<file path="config.mk">
export PLATFORM = sky130hd
export DESIGN_NAME = uart_tx_io
export DESIGN_NICKNAME = d
export VERILOG_FILES = /design/src/rtl/uart_tx_io.sv
export SDC_FILE = /design/constraint.sdc
export NUM_CORES = 1
export LEC_CHECK = 0
export CAP_MARGIN = 0
export CORE_MARGIN = 2
export CORE_UTILIZATION = 44
export DETAILED_ROUTE_END_ITERATION = 8
export PLACE_DENSITY = 0.93
export SLEW_MARGIN = 20
export SYNTH_ARGS = -nofsm -noshare
export SYNTH_HDL_FRONTEND = slang
export SYNTH_SLANG_ARGS = --single-unit
</file>
<file path="constraint.sdc">
create_clock -name clk -period 6.6 [get_ports clk]
set_clock_uncertainty 0.15 [all_clocks]
set_input_delay 1.32 -clock clk [delete_from_list [all_inputs] [get_ports clk]]
set_output_delay 1.32 -clock clk [all_outputs]
set_load 0.005 [all_outputs]
</file>
<file path="src/rtl/uart_tx_io.sv">
// Memory-mapped 8N1 UART transmitter with a polled status word on the IO page.
// Define UART_FIFO_EN for a FIFO_DEPTH-entry TX FIFO; otherwise a single holding register is used.
module uart_tx_io #(
    parameter int unsigned CLK_FREQ   = 12000000,
    parameter int unsigned BAUD       = 115200,
    parameter int unsigned FIFO_DEPTH = 4
) (
    input  logic        clk,
    input  logic        rstn,
    input  logic        io_sel,
    input  logic [29:0] wordaddr,
    input  logic [31:0] wdata,
    input  logic        wstrb,
    input  logic        rstrb,
    output logic [31:0] rdata,
    output logic        tx
);

    localparam int unsigned DIV   = CLK_FREQ / BAUD;
    localparam int unsigned CNT_W = $clog2(DIV);
    localparam int unsigned BIT_W = 3;
    localparam int unsigned BYTE_W = 8;
    localparam logic [CNT_W-1:0] CNT_MAX = CNT_W'(DIV - 1);

    typedef enum logic [1:0] {
        ST_IDLE  = 2'd0,
        ST_START = 2'd1,
        ST_DATA  = 2'd2,
        ST_STOP  = 2'd3
    } state_e;

    state_e              state_q, state_d;
    logic [CNT_W-1:0]    baud_q, baud_d;
    logic [BIT_W-1:0]    bit_q, bit_d;
    logic [BYTE_W-1:0]   shift_q, shift_d;
    logic                tx_q, tx_d;
    logic                ovf_q, ovf_d;
    logic [31:0]         rdata_q, rdata_d;

    logic                wr_c, rd_c, pop_c, push_c, ovf_set_c;
    logic                full_c, empty_c, busy_c;
    logic [BYTE_W-1:0]   head_c;
    logic                unused_c;

    assign wr_c      = io_sel & wstrb & wordaddr[1];
    assign rd_c      = io_sel & rstrb & wordaddr[2];
    // A write while full still lands if the FSM frees a slot in the same cycle.
    assign push_c    = wr_c & (~full_c | pop_c);
    assign ovf_set_c = wr_c & full_c & ~pop_c;
    assign busy_c    = (state_q != ST_IDLE) | ~empty_c;
    assign unused_c  = ^{wordaddr[29:3], wordaddr[0], wdata[31:8]};

`ifdef UART_FIFO_EN
    localparam int unsigned AW = $clog2(FIFO_DEPTH);
    localparam int unsigned PW = AW + 1;

    logic [BYTE_W-1:0] mem_q [FIFO_DEPTH];
    logic [PW-1:0]     wr_ptr_q, wr_ptr_d;
    logic [PW-1:0]     rd_ptr_q, rd_ptr_d;

    assign empty_c = (wr_ptr_q == rd_ptr_q);
    assign full_c  = (wr_ptr_q[PW-1] != rd_ptr_q[PW-1]) &&
                     (wr_ptr_q[AW-1:0] == rd_ptr_q[AW-1:0]);
    assign head_c  = mem_q[rd_ptr_q[AW-1:0]];

    always_comb begin
        wr_ptr_d = wr_ptr_q + PW'(push_c);
        rd_ptr_d = rd_ptr_q + PW'(pop_c);
    end

    always_ff @(posedge clk or negedge rstn) begin
        if (!rstn) begin
            wr_ptr_q <= '0;
            rd_ptr_q <= '0;
        end else begin
            wr_ptr_q <= wr_ptr_d;
            rd_ptr_q <= rd_ptr_d;
        end
    end

    // Storage needs no reset; pointer equality marks it empty.
    always_ff @(posedge clk) begin
        if (push_c) begin
            mem_q[wr_ptr_q[AW-1:0]] <= wdata[BYTE_W-1:0];
        end
    end
`else
    logic [BYTE_W-1:0] hold_q, hold_d;
    logic              hold_vld_q, hold_vld_d;
    logic              unused_depth_c;

    assign empty_c        = ~hold_vld_q;
    assign full_c         = hold_vld_q;
    assign head_c         = hold_q;
    assign unused_depth_c = FIFO_DEPTH[0];

    always_comb begin
        hold_d     = push_c ? wdata[BYTE_W-1:0] : hold_q;
        hold_vld_d = push_c | (hold_vld_q & ~pop_c);
    end

    always_ff @(posedge clk or negedge rstn) begin
        if (!rstn) begin
            hold_q     <= '0;
            hold_vld_q <= 1'b0;
        end else begin
            hold_q     <= hold_d;
            hold_vld_q <= hold_vld_d;
        end
    end
`endif

    // Frame sequencer: start, 8 data bits LSB first, stop; chains frames without idle.
    always_comb begin
        state_d = state_q;
        baud_d  = baud_q;
        bit_d   = bit_q;
        shift_d = shift_q;
        pop_c   = 1'b0;
        tx_d    = 1'b1;

        case (state_q)
            ST_IDLE: begin
                if (!empty_c) begin
                    state_d = ST_START;
                    pop_c   = 1'b1;
                    shift_d = head_c;
                    baud_d  = '0;
                end
            end
            ST_START: begin
                if (baud_q == CNT_MAX) begin
                    state_d = ST_DATA;
                    baud_d  = '0;
                    bit_d   = '0;
                end else begin
                    baud_d = baud_q + CNT_W'(1);
                end
            end
            ST_DATA: begin
                if (baud_q == CNT_MAX) begin
                    baud_d  = '0;
                    shift_d = {1'b0, shift_q[BYTE_W-1:1]};
                    if (bit_q == BIT_W'(7)) begin
                        state_d = ST_STOP;
                    end else begin
                        bit_d = bit_q + BIT_W'(1);
                    end
                end else begin
                    baud_d = baud_q + CNT_W'(1);
                end
            end
            ST_STOP: begin
                if (baud_q == CNT_MAX) begin
                    baud_d = '0;
                    if (!empty_c) begin
                        state_d = ST_START;
                        pop_c   = 1'b1;
                        shift_d = head_c;
                    end else begin
                        state_d = ST_IDLE;
                    end
                end else begin
                    baud_d = baud_q + CNT_W'(1);
                end
            end
            default: state_d = ST_IDLE;
        endcase

        // Line level follows the state being entered so tx is a clean flop output.
        case (state_d)
            ST_START: tx_d = 1'b0;
            ST_DATA:  tx_d = shift_d[0];
            default:  tx_d = 1'b1;
        endcase
    end

    // Sticky overflow: a status read clears it unless an overflow lands in the same cycle.
    always_comb begin
        ovf_d   = ovf_q;
        rdata_d = rdata_q;
        if (rd_c) begin
            ovf_d   = 1'b0;
            rdata_d = {21'b0, ovf_q, busy_c, full_c, 8'b0};
        end
        if (ovf_set_c) begin
            ovf_d = 1'b1;
        end
    end

    always_ff @(posedge clk or negedge rstn) begin
        if (!rstn) begin
            state_q <= ST_IDLE;
            baud_q  <= '0;
            bit_q   <= '0;
            shift_q <= '0;
            tx_q    <= 1'b1;
            ovf_q   <= 1'b0;
            rdata_q <= '0;
        end else begin
            state_q <= state_d;
            baud_q  <= baud_d;
            bit_q   <= bit_d;
            shift_q <= shift_d;
            tx_q    <= tx_d;
            ovf_q   <= ovf_d;
            rdata_q <= rdata_d;
        end
    end

    assign tx    = tx_q;
    assign rdata = rdata_q;

endmodule

</file>
==> impl_metrics.json <==
{
  "coreArea_sq_um": 4661,
  "synth_area_leaders": "dfrtp_1 (40%), buf_4 (11%), mux2_2 (5.9%)",
  "status": "completed",
  "syn_to_final_growth_pct": 9.478,
  "path_cells": "clkdlybuf4s50_1",
  "cts_tree": "built",
  "arrival_ps": 1300,
  "clock_sinks": 34,
  "setup_tns_ps": 0,
  "rows": 25,
  "path_buf_inv": 1,
  "period_minus_slack_ps": 2774,
  "drive_gt1_frac": 0.1316,
  "clk_latency_ps": 290,
  "clk_pin_slew_ps": 70,
  "synth_seq_cells": 34,
  "grt_remaining_overflow": 0,
  "synth_top_area_frac": 0.3959,
  "die-area_sq_um": 5307,
  "synth-edff-count": 0,
  "cts_setup_buffers": 0,
  "rsz0062_at_grt": "no",
  "drt_first_iter_violations": 112,
  "cp_max_fo": 1,
  "drv_slew": 0,
  "grt_pass1_vias": 1429,
  "viasPerCell": 5.348,
  "hold_violations": 0,
  "maxCapViolCount": 0,
  "stdcell_count": 282,
  "finalSetupViolCount": 0,
  "cts_max_path_buffers": 2,
  "grt_usage": 0.1567,
  "grt_max_degree": 35,
  "setup_slack_ps": 3826,
  "async_flop_share": 1.000,
  "synth.avg_cell_area_sq_um": 9.932,
  "yosysTopAreaCell": "dfrtp_1",
  "critPathTopFamily": "flip-flops",
  "htreeDepth": 2,
  "slowest_delay_ps": 520,
  "holdBufCountCts": 0,
  "slew_headroom": 0.3698,
  "die_w_um": 72.85,
  "ys.flop_type": "dfrtp_1",
  "routed_wl_um": 3792,
  "wl_per_cell_um": 13.45,
  "start_kind": "flip-flop",
  "io_buffers": 18,
  "start_util": 0.4475,
  "io_pins": 100,
  "place_ws_ps": 3698,
  "tightest_slew_ps": 945.3,
  "power_density_nw_per_um2": 191.8,
  "clock.fmax_mhz": 360.5,
  "syn_area_sq_um": 2086,
  "ys_seq_area_frac": 0.4085,
  "drc": 0,
  "dr.pass1.iters": 4,
  "fill_cells": 419,
  "nets": 302,
  "numCtsBuffers": 5,
  "ys_types": 42,
  "yosysWarnings": 0,
  "cts_resized": 0,
  "cp-end-kind": "output pin",
  "cpMaxStageDelayCell": "dfstp_2",
  "num_vias": 1508,
  "placedCellCount": 274,
  "hpwlAfterDp_um": 2587,
  "leakage_nw": 1.070,
  "gp_congestion": 0.7853,
  "hold_class": "reg -> reg",
  "root_buffer": "clkbuf_8",
  "fin_crit_sh": 0.4203,
  "dieHeight_um": 72.85,
  "grt_first_pass_wirelength_um": 6492,
  "n_antenna_cell": 0,
  "antenna_found_initial": 0,
  "ant_nets": 0,
  "worst_ep_required_time_ps": 5130,
  "worst_ir_drop_vdd_mv": 0.1421,
  "synth_cells": 210,
  "critPathKind": "reg -> out"
}
==> stage by stage <==
step                total power (W)    util  hold slack [ps]  cell area (sq um)
floorplan                 0.0002682       -            296.0               2191
global route              0.0004548  0.4899            375.4               2283
finish                    0.0004380  0.4899            346.6               2283
CTS                       0.0004425  0.4899            351.6               2283
detailed placement        0.0002807  0.4695            335.6               2188
global placement          0.0002773  0.4695            321.1               2188
==> power breakdown <==
| part | total, W | switching, W | internal (W) |
|---|---|---|---|
| Clock | 0.000162 | 0.0000782 | 0.0000838 |
| Combinational | 0.0000439 | 0.0000177 | 0.0000262 |
| Sequential | 0.000232 | 0.00000808 | 0.000224 |
| Total | 0.000438 | 0.000104 | 0.000334 |
==> path summary, 6_finish.rpt <==
| kind | slack [ps] | to | startpoint | cells past startpoint |
|---|---|---|---|---|
| max | 3830 | tx | tx | 1 |
| min | 350 | ovf_q | ovf_q | 2 |
| max reg2reg | 4050 | head_c[0] | state_q[0] | 6 |
| min reg2reg | 350 | ovf_q | ovf_q | 2 |
| max in group asynchronous | 4680 | tx | rstn | 2 |
| min in group asynchronous | 1290 | bit_q[1] | rstn | 2 |
==> registers in the layout, summed over array words and instances (netlist names) <==
signal,flops
rdata,3
full_c,1
baud_q,7
state_q,2
shift_q,8
bit_q,3
tx,1
ovf_q,1
head_c,8
==> cells in the final DEF (no fill, tap or decap), drive strengths merged, types with 5 or more instances in the layout <==
| cell | netlist | final |
|---|---|---|
| dfrtp | 33 | 33 |
| conb | 1 | 29 |
| nand2 | 20 | 20 |
| clkdlybuf4s50 | 0 | 18 |
| o21ai | 15 | 15 |
| nor2 | 12 | 12 |
| mux2 | 11 | 11 |
| a21oi | 9 | 9 |
| o31ai | 8 | 8 |
| mux2i | 8 | 8 |
| ha | 8 | 8 |
| nor3 | 6 | 6 |
| a22o | 6 | 6 |
| clkbuf | 3 | 6 |
| nand3 | 5 | 5 |
==> routing by layer <==
layer,wire length (um),global-route usage
met2,1943,0.2616
met5,0,0
met1,1600,0.1900
met3,198,0.04558
met4,50,0.06379
==> synth_stat cells (2+ instances only) <==
master	instances
a21o_1	4
a21oi_1	9
a22o_1	6
and3_2	2
buf_2	2
buf_4	31
clkbuf_1	3
dfrtp_1	33
ha_1	8
inv_1	4
mux2_2	11
mux2i_1	8
nand2_1	20
nand2b_1	2
nand3_1	5
nor2_1	11
nor3_1	6
o21ai_0	13
o31ai_1	8
xnor2_1	2
==> cell type report <==
| type | instances | area, sq um | area share |
|---|---|---|---|
| Inverter | 4 | 15.01 | 0.006575 |
| Sequential cell | 34 | 852.1 | 0.3732 |
| Clock buffer | 6 | 82.58 | 0.03616 |
| Clock inverter | 2 | 12.51 | 0.005479 |
| Tap cell | 54 | 67.56 | 0.02959 |
| Multi-Input combinational cell | 163 | 1066 | 0.4668 |
| Timing Repair Buffer | 19 | 187.7 | 0.08219 |
==> cells by family (layout without fill, tap and decap cells) <==
group / count (synthesis) / in the layout / share of synthesized area
other: 1 / 29 / 0.001798
DFF: 34 / 34 / 0.4085
and+or+nand+nor: 58 / 58 / 0.1530
adders and majority gates: 8 / 8 / 0.04799
buffers and inverters: 41 / 31 / 0.1308
AOI/OAI and AO/OA: 47 / 47 / 0.1518
xor gates and xnor gates: 2 / 2 / 0.008400
muxes: 19 / 19 / 0.09778
Note: power is estimated with default switching activity, not from simulation.
